==> config.mk <==
export PLATFORM = sky130hd
export DESIGN_NAME = agc_histogram_flat
export DESIGN_NICKNAME = d
export VERILOG_FILES = /design/src/rtl/agc_histogram_pkg.sv /design/src/rtl/agc_histogram_if.sv /design/src/rtl/agc_histogram_bin_popcount.sv /design/src/rtl/agc_histogram.sv /design/src/flat_wrapper.sv
export SDC_FILE = /design/constraint.sdc
export NUM_CORES = 2
export LEC_CHECK = 0
export ABC_CLOCK_PERIOD_IN_PS = 25500
export CAP_MARGIN = 20
export CORE_MARGIN = 5
export CORE_UTILIZATION = 60
export CTS_BUF_LIST = sky130_fd_sc_hd__clkbuf_4 sky130_fd_sc_hd__clkbuf_8 sky130_fd_sc_hd__clkbuf_16
export CTS_CLUSTER_SIZE = 10
export DETAILED_ROUTE_END_ITERATION = 6
export PLACE_DENSITY = 0.77
export SETUP_SLACK_MARGIN = 0.5
export SLEW_MARGIN = 5
export SYNTH_ARGS = -nofsm -noshare
export SYNTH_HDL_FRONTEND = slang
export SYNTH_SLANG_ARGS = --single-unit
==> constraint.sdc <==
create_clock -name aclk -period 25.5 [get_ports aclk]
set_clock_uncertainty 0.15 [all_clocks]
set_input_delay 6.375 -clock aclk [delete_from_list [all_inputs] [get_ports aclk]]
set_output_delay 6.375 -clock aclk [all_outputs]
set_load 0.05 [all_outputs]
==> src/rtl/agc_histogram_pkg.sv <==
// Shared constants, FSM encoding and output word layout for the AGC histogram block.
package agc_histogram_pkg;

  localparam int NUM_BINS         = 32;
  localparam int SAMPLES_PER_BEAT = 8;
  localparam int SAMPLE_BITS      = 5;
  localparam int BEAT_BITS        = SAMPLES_PER_BEAT * SAMPLE_BITS;
  localparam int BIN_IDX_BITS     = 5;
  localparam int HIT_BITS         = 4;

  // hist_tdata layout: count in the low field, bin index at bit 24, rest zero
  localparam int TD_CNT_LSB = 0;
  localparam int TD_IDX_LSB = 24;

  typedef enum logic [2:0] {
    ST_IDLE  = 3'd0,
    ST_CLEAR = 3'd1,
    ST_ACCUM = 3'd2,
    ST_FLUSH = 3'd3,
    ST_DRAIN = 3'd4
  } agc_state_e;

  // Offset-binary mapping: -16 lands in bin 0, 0 in bin 16, +15 in bin 31
  function automatic logic [BIN_IDX_BITS-1:0] bin_of(input logic [SAMPLE_BITS-1:0] smp);
    return smp ^ 5'h10;
  endfunction

endpackage

==> src/rtl/agc_histogram_if.sv <==
// AXI4-Stream histogram output channel; master drives data/valid/last, slave drives ready.
interface agc_histogram_if;

  logic [31:0] hist_tdata;
  logic        hist_tvalid;
  logic        hist_tready;
  logic        hist_tlast;

  modport master (
    output hist_tdata,
    output hist_tvalid,
    output hist_tlast,
    input  hist_tready
  );

  modport slave (
    input  hist_tdata,
    input  hist_tvalid,
    input  hist_tlast,
    output hist_tready
  );

endinterface

==> src/rtl/agc_histogram_bin_popcount.sv <==
// Per-beat bin hit counter: eight samples in, 32 registered 4-bit hit counts out (1 cycle).
module agc_bin_popcount
  import agc_histogram_pkg::*;
(
  input  logic                                aclk,
  input  logic                                aresetn,
  input  logic                                beat_vld,
  input  logic [BEAT_BITS-1:0]                beat_dat,
  output logic [NUM_BINS-1:0][HIT_BITS-1:0]   hits
);

  logic [NUM_BINS-1:0][HIT_BITS-1:0] hits_nxt;

  // An idle beat yields all-zero hits so the accumulator can add unconditionally
  always_comb begin
    hits_nxt = '0;
    if (beat_vld) begin
      for (int s = 0; s < SAMPLES_PER_BEAT; s++) begin
        hits_nxt[bin_of(beat_dat[s*SAMPLE_BITS +: SAMPLE_BITS])] =
          hits_nxt[bin_of(beat_dat[s*SAMPLE_BITS +: SAMPLE_BITS])] + 4'd1;
      end
    end
  end

  always_ff @(posedge aclk or negedge aresetn) begin
    if (!aresetn) begin
      hits <= '0;
    end else begin
      hits <= hits_nxt;
    end
  end

endmodule

==> src/rtl/agc_histogram.sv <==
// AGC sample histogram: clears 32 bins, accumulates WINDOW_CLOCKS valid beats, then streams the bins out.
// Beats land in counters 3 cycles after acceptance; drain holds each word until hist_tready.
module agc_histogram
  import agc_histogram_pkg::*;
#(
  parameter int WINDOW_CLOCKS = 131072,
  parameter int COUNT_BITS    = 21
) (
  input  logic                  aclk,
  input  logic                  aresetn,
  input  logic [BEAT_BITS-1:0]  agc_dat_i,
  input  logic                  agc_valid_i,
  input  logic                  start_i,
  output logic                  busy_o,
  output logic                  done_o,
  agc_histogram_if.master       hist
);

  localparam logic [2:0]  S_IDLE   = 3'(ST_IDLE);
  localparam logic [2:0]  S_CLEAR  = 3'(ST_CLEAR);
  localparam logic [2:0]  S_ACCUM  = 3'(ST_ACCUM);
  localparam logic [2:0]  S_FLUSH  = 3'(ST_FLUSH);
  localparam logic [2:0]  S_DRAIN  = 3'(ST_DRAIN);
  localparam logic [17:0] WIN_LAST = 18'(WINDOW_CLOCKS - 1);

  logic [2:0]                          state;
  logic [17:0]                         beat_cnt;
  logic [1:0]                          flush_cnt;
  logic [BIN_IDX_BITS-1:0]             drain_idx;
  logic                                s1_vld;
  logic [BEAT_BITS-1:0]                s1_dat;
  logic [NUM_BINS-1:0][HIT_BITS-1:0]   hits;
  logic [NUM_BINS-1:0][COUNT_BITS-1:0] bin_cnt;
  logic [NUM_BINS-1:0][COUNT_BITS-1:0] bin_cnt_nxt;
  logic                                accept;
  logic                                last_xfer;

  assign accept    = (state == S_ACCUM) && agc_valid_i;
  assign last_xfer = (state == S_DRAIN) && hist.hist_tready && (drain_idx == 5'd31);

  always_ff @(posedge aclk or negedge aresetn) begin
    if (!aresetn) begin
      state     <= S_IDLE;
      beat_cnt  <= '0;
      flush_cnt <= '0;
      drain_idx <= '0;
    end else begin
      case (state)
        S_IDLE:  if (start_i) state <= S_CLEAR;
        S_CLEAR: begin
          beat_cnt <= '0;
          state    <= S_ACCUM;
        end
        S_ACCUM: if (agc_valid_i) begin
          beat_cnt <= beat_cnt + 18'd1;
          if (beat_cnt == WIN_LAST) begin
            state     <= S_FLUSH;
            flush_cnt <= '0;
          end
        end
        // Three cycles let the final beat clear both pipeline stages into the counters
        S_FLUSH: begin
          if (flush_cnt == 2'd2) begin
            state     <= S_DRAIN;
            drain_idx <= '0;
          end else begin
            flush_cnt <= flush_cnt + 2'd1;
          end
        end
        S_DRAIN: if (hist.hist_tready) begin
          drain_idx <= drain_idx + 5'd1;
          if (drain_idx == 5'd31) state <= S_IDLE;
        end
        default: state <= S_IDLE;
      endcase
    end
  end

  always_ff @(posedge aclk or negedge aresetn) begin
    if (!aresetn) begin
      s1_vld <= 1'b0;
      s1_dat <= '0;
    end else begin
      s1_vld <= accept;
      if (accept) s1_dat <= agc_dat_i;
    end
  end

  agc_bin_popcount u_popcount (
    .aclk     (aclk),
    .aresetn  (aresetn),
    .beat_vld (s1_vld),
    .beat_dat (s1_dat),
    .hits     (hits)
  );

  always_comb begin : sat_add
    logic [COUNT_BITS:0] sum;
    bin_cnt_nxt = '0;
    sum         = '0;
    for (int b = 0; b < NUM_BINS; b++) begin
      sum            = {1'b0, bin_cnt[b]} + (COUNT_BITS+1)'(hits[b]);
      bin_cnt_nxt[b] = sum[COUNT_BITS] ? {COUNT_BITS{1'b1}} : sum[COUNT_BITS-1:0];
    end
  end

  // Counters keep their totals after the drain until the next run clears them
  always_ff @(posedge aclk or negedge aresetn) begin
    if (!aresetn) begin
      bin_cnt <= '0;
    end else if (state == S_CLEAR) begin
      bin_cnt <= '0;
    end else begin
      bin_cnt <= bin_cnt_nxt;
    end
  end

  always_comb begin
    hist.hist_tdata = '0;
    if (state == S_DRAIN) begin
      hist.hist_tdata[TD_IDX_LSB +: BIN_IDX_BITS] = drain_idx;
      hist.hist_tdata[TD_CNT_LSB +: COUNT_BITS]   = bin_cnt[drain_idx];
    end
  end

  assign hist.hist_tvalid = (state == S_DRAIN);
  assign hist.hist_tlast  = (state == S_DRAIN) && (drain_idx == 5'd31);
  assign busy_o           = (state != S_IDLE);
  assign done_o           = last_xfer;

endmodule

==> src/flat_wrapper.sv <==
// flat-port wrapper written by rule: the top's interface ports become plain ports
module agc_histogram_flat import agc_histogram_pkg::*;
#(
  parameter int WINDOW_CLOCKS = 131072,
  parameter int COUNT_BITS    = 21
)
  (aclk, aresetn, agc_dat_i, agc_valid_i, start_i, busy_o, done_o, hist_hist_tdata, hist_hist_tvalid, hist_hist_tlast, hist_hist_tready);
  agc_histogram_if hist_i ();
  input  logic aclk;
  input  logic aresetn;
  input  logic [BEAT_BITS-1:0] agc_dat_i;
  input  logic agc_valid_i;
  input  logic start_i;
  output logic busy_o;
  output logic done_o;
  output wire logic [$bits(hist_i.hist_tdata)-1:0] hist_hist_tdata;
  output wire logic [$bits(hist_i.hist_tvalid)-1:0] hist_hist_tvalid;
  output wire logic [$bits(hist_i.hist_tlast)-1:0] hist_hist_tlast;
  input wire logic [$bits(hist_i.hist_tready)-1:0] hist_hist_tready;
  assign hist_hist_tdata = hist_i.hist_tdata;
  assign hist_hist_tvalid = hist_i.hist_tvalid;
  assign hist_hist_tlast = hist_i.hist_tlast;
  assign hist_i.hist_tready = hist_hist_tready;
  agc_histogram #(.WINDOW_CLOCKS(WINDOW_CLOCKS), .COUNT_BITS(COUNT_BITS)) u_core (.aclk(aclk), .aresetn(aresetn), .agc_dat_i(agc_dat_i), .agc_valid_i(agc_valid_i), .start_i(start_i), .busy_o(busy_o), .done_o(done_o), .hist(hist_i));
endmodule
==> results of run 1 <==
synthesized netlist by cell type, drive strengths merged, types with 28 or more instances:
master     n  share of area
mux4     220          0.074
clkbuf   385          0.022
nor3     234          0.018
or3       56         0.0053
nor2     927          0.053
o21ai    511          0.038
fa        32         0.0096
nand3    323          0.024
nor2b    101         0.0095
and3      91         0.0086
a21oi    939          0.071
nand4    132          0.013
o311ai    33         0.0043
a21o      49         0.0055
xor2     283          0.037
o31ai     58         0.0069
a22oi     31         0.0038
o2111ai   33         0.0046
xnor2    294          0.039
inv      183          0.010
mux2i     76          0.011
nand2    934          0.053
o221ai    30         0.0041
dfrtp    869           0.33
nor4      28         0.0034
o22ai     75         0.0071
ha       137          0.026
nand2b    66         0.0062
a211oi    75         0.0084
buf      122          0.011
and2      50         0.0047
o211ai   125          0.014
and4      42         0.0056
a31oi    102         0.0096
logic make-up after synthesis:
family / count (synthesis) / share of synthesized area
adders and majority gates: 169 / 0.0353
other: 1 / 0.0000563
AOI/OAI and AO/OA: 2317 / 0.214
xor gates and xnor gates: 577 / 0.0762
muxes: 308 / 0.0878
buffers and inverters: 693 / 0.0428
DFF: 869 / 0.326
and+or+nand+nor: 3094 / 0.218
layer usage:
metal / track usage / overflow
met1: 0.801 / 42
met2: 0.931 / 165
met3: 0.684 / 64
met4: 0.771 / 191
met5: 0.473 / 5
metrics by stage:
stage | instances | hold WS (ns) | utilization
floorplan | 8033 | 0.308 | -
global placement | 9274 | 0.329 | 0.621
detailed placement | 9278 | 0.358 | 0.622
CTS | 9396 | 0.375 | 0.646
==> impl_metrics.json, run 1 <==
{
  "post_dp_cell_area_um2": 68700,
  "initial_core_util": 0.603,
  "port_buffers": 74,
  "cts.sinks": 869,
  "h-tree-depth": 3,
  "synth.ff_latch_count": 869,
  "cts_resized": 0,
  "yosysUniqueCellTypes": 124,
  "cts_buffers": 98,
  "outcome": "did not finish",
  "yosys_warnings": 0,
  "die_w_um": 343,
  "async_flop_share": 1.00,
  "grt_max_degree": 226,
  "grt_overflow": 467,
  "num_rows": 122,
  "synthCells": 8028,
  "place_hpwl_um": 254000,
  "place_ws_ns": 9.47,
  "clock_tree.root_cell": "clkbuf_16",
  "ys.flop_type": "dfrtp_1",
  "ys_seq_area_frac": 0.326,
  "hold_buffers": 0,
  "stop_stage": "global routing (5_1_grt)",
  "antenna_found_initial": 95,
  "gp_congestion": 1.23,
  "io_pins": 81,
  "die_y_um": 343,
  "clockBufferDepth": 3,
  "grt_usage": 0.799,
  "netlist_area_um2": 66600,
  "synth.avg_cell_area_um2": 8.30,
  "post-cts-setup-buffers": 0,
  "stop_error": "[ERROR GRT-0232] Routing congestion too high. Check the congestion heatmap in the GUI.",
  "synth_edf_count": 0
}
==> run 2, diff against run 1 <==
- CORE_UTILIZATION: 60 -> 40
- CTS_BUF_LIST: sky130_fd_sc_hd__clkbuf_4 sky130_fd_sc_hd__clkbuf_8 sky130_fd_sc_hd__clkbuf_16 -> unset
- CTS_CLUSTER_SIZE: 10 -> unset
- PLACE_DENSITY: 0.77 -> unset
- PLACE_DENSITY_LB_ADDON: unset -> 0.15
- SETUP_SLACK_MARGIN: 0.5 -> unset
==> impl_metrics.json, run 2 <==
{
  "cp-start-kind": "register",
  "async_flop_share": 1.00,
  "vdd_drop_max_uv": 193,
  "setup_viol": 0,
  "utilization": 0.443,
  "initial_core_util": 0.403,
  "grt_max_degree": 188,
  "finalCritPeriodShare": 0.698,
  "final_common_cell": "a21oi_1",
  "drt_iter0_drc": 9307,
  "synth_common_cells": "935 x a21oi_1, 932 x nand2_1, 919 x nor2_1, 869 x dfrtp_1, 448 x o21ai_0",
  "io_pins": 81,
  "cts.sinks": 869,
  "crit_type": "register to register",
  "cp_slowest_cell": "dfrtp_1",
  "violations": "DRC",
  "slew_headroom": 0.144,
  "core-area_um2": 165000,
  "cap_violations": 0,
  "end_kind": "register",
  "required_ns": 25.98,
  "multiInputGateArea_um2": 42200,
  "cts_tree": "yes",
  "max_freq_mhz": 56.2,
  "synth_top_cell_area_share": 0.326,
  "max_stage_delay_ns": 0.94,
  "nets": 8147,
  "nFillCells": 16511,
  "vias": 67525,
  "gp_congestion": 1.13,
  "num_rows": 149,
  "clockBufferDepth": 3,
  "cp_max_fo": 35,
  "power.switching_w": 0.00498,
  "layout_common_cells": "935 x a21oi_1, 932 x nand2_1, 907 x nor2_1",
  "slew_viol_final": 0,
  "grt_overflow": 0,
  "p_int_w": 0.00366,
  "largest_reg_flops": 672,
  "drt_wl_total_um": 341000,
  "synthCells": 8028,
  "post_dp_cell_area_um2": 69800,
  "netlist_area_um2": 66600,
  "synth_top_area_cell": "dfrtp_1",
  "finish.instance_area_um2": 73300,
  "die_y_um": 418,
  "finalCriticalPeriod_ns": 17.79,
  "biggestRegsByFlops": "u_core.bin_cnt x672, u_core.u_popcount.hits x128, u_core.s1_dat x40",
  "antenna_left": 0,
  "seqPwrFrac": 0.200,
  "antenna_found_initial": 24,
  "drive_above_1_share": 0.0968,
  "yosysMostFrequentCell": "a21oi_1",
  "grt_pass1_vias": 64421,
  "clk_pin_slew_ns": 0.06,
  "synth.ff_latch_count": 869,
  "die_w_um": 418,
  "rsz0062_at_grt": "no",
  "areaGrowthSynthToFinish_pct": 10.0,
  "ys.flop_type": "dfrtp_1",
  "hold_buffers": 0,
  "wl_per_cell_um": 33.4,
  "place_hpwl_um": 261000,
  "synth.avg_cell_area_um2": 8.30,
  "cts_buffers": 102,
  "cpMostUsedCell": "buf_4",
  "ys_top_cells_by_area": "dfrtp_1 33%, mux4_2 7.4%, a21oi_1 7.0%",
  "yosys_warnings": 0,
  "clkPwrFrac": 0.172,
  "die_area_um2": 175000,
  "regArea_um2": 21800,
  "whs_ns": 0.344,
  "p_comb_frac": 0.627,
  "drcViolationCount": 3,
  "worst_pin_slew_ns": 1.28,
  "p_per_area_nw_per_um2": 118,
  "grt_usage": 0.379,
  "outcome": "finished with violations",
  "cts_resized": 0,
  "leakage_nw": 28.6,
  "yosysUniqueCellTypes": 124,
  "clock_latency_ns": 0.74,
  "hold_viol_final": 0,
  "clock_tree.root_cell": "clkbuf_16",
  "post-cts-setup-buffers": 0,
  "via_per_inst": 6.61,
  "swShare": 0.576,
  "synth_edf_count": 0,
  "regMostFlops": "u_core.bin_cnt",
  "hp-class": "register to register",
  "port_buffers": 74,
  "setup_tns_ns": 0,
  "ys_seq_area_frac": 0.326,
  "cp.arrival_ns": 18.27,
  "dr.pass1.iters": 7,
  "grt_first_pass_wirelength_um": 485000,
  "h-tree-depth": 3
}
==> run 2: per-layer routing <==
layer / wire (um) / up-vias / GRT usage
met5: 94 / - / 0.000273
met4: 32400 / 14 / 0.285
met3: 31600 / 1302 / 0.0933
met2: 145000 / 4093 / 0.562
met1: 133000 / 33023 / 0.479
li1: - / 29093 / -
==> run 2: cell families after synthesis <==
family	share of synthesized area
AOI/OAI and AO/OA	0.214
xor gates and xnor gates	0.0762
adders and majority gates	0.0353
buffers and inverters	0.0428
DFF	0.326
muxes	0.0878
other	0.0000563
and+or+nand+nor	0.218
==> run 2: path summary, 6_finish.rpt <==
path | slack (ns) | from | endpoint | depth (start not counted)
hold reg to reg | 0.34 | u_core.beat_cnt[17] | u_core.beat_cnt[17] | 1
min in group asynchronous | 5.52 | aresetn | u_core.bin_cnt[522] | 1
hold / removal | 0.34 | u_core.beat_cnt[17] | u_core.beat_cnt[17] | 1
setup reg to reg | 7.71 | u_core.s1_dat[6] | u_core.u_popcount.hits[67] | 53
setup / recovery | 7.71 | u_core.s1_dat[6] | u_core.u_popcount.hits[67] | 53
max in group asynchronous | 16.57 | aresetn | u_core.bin_cnt[280] | 4
==> run 2: critical path: cells and delay by family (launching register included) <==
kind	cells	cell delay (ns)
XOR/XNOR	1	0.30
AO/OA/AOI/OAI	22	8.12
AND/OR/NAND/NOR	16	4.34
adder cells (fa/ha/maj)	3	0.87
flip-flops	1	0.94
buffers and inverters	10	2.68
multiplexers	1	0.14
==> run 2: final cells by class <==
type | instances | area share
antenna | 10 | 0.000341
clock buffer | 143 | 0.0403
clock inverter | 42 | 0.00619
inverter | 186 | 0.00952
multi-input combinational | 6471 | 0.576
sequential | 869 | 0.297
tap | 2189 | 0.0374
timing repair buffer | 303 | 0.0339
==> run 2: per-stage QoR <==
step           setup WS (ns)  instances  total power [W]
3_3_place_gp            8.65      10006          0.00688
4_1_cts                 8.40      10199          0.00836
3_5_place_dp            8.50      10014          0.00684
5_1_grt                 7.33      10205          0.00883
2_1_floorplan          11.96       8033          0.00470
6_report                7.71      10213          0.00864
==> run 2: power by group through the flow <==
stage	logic, W	clock network, W	registers [W]
2_1_floorplan	0.00307	0	0.00162
5_1_grt	0.00550	0.00158	0.00175
6_report	0.00542	0.00149	0.00173
3_3_place_gp	0.00513	0	0.00175
4_1_cts	0.00511	0.00153	0.00173
3_5_place_dp	0.00509	0	0.00175
No activity file was read; power rests on OpenSTA's default activity.
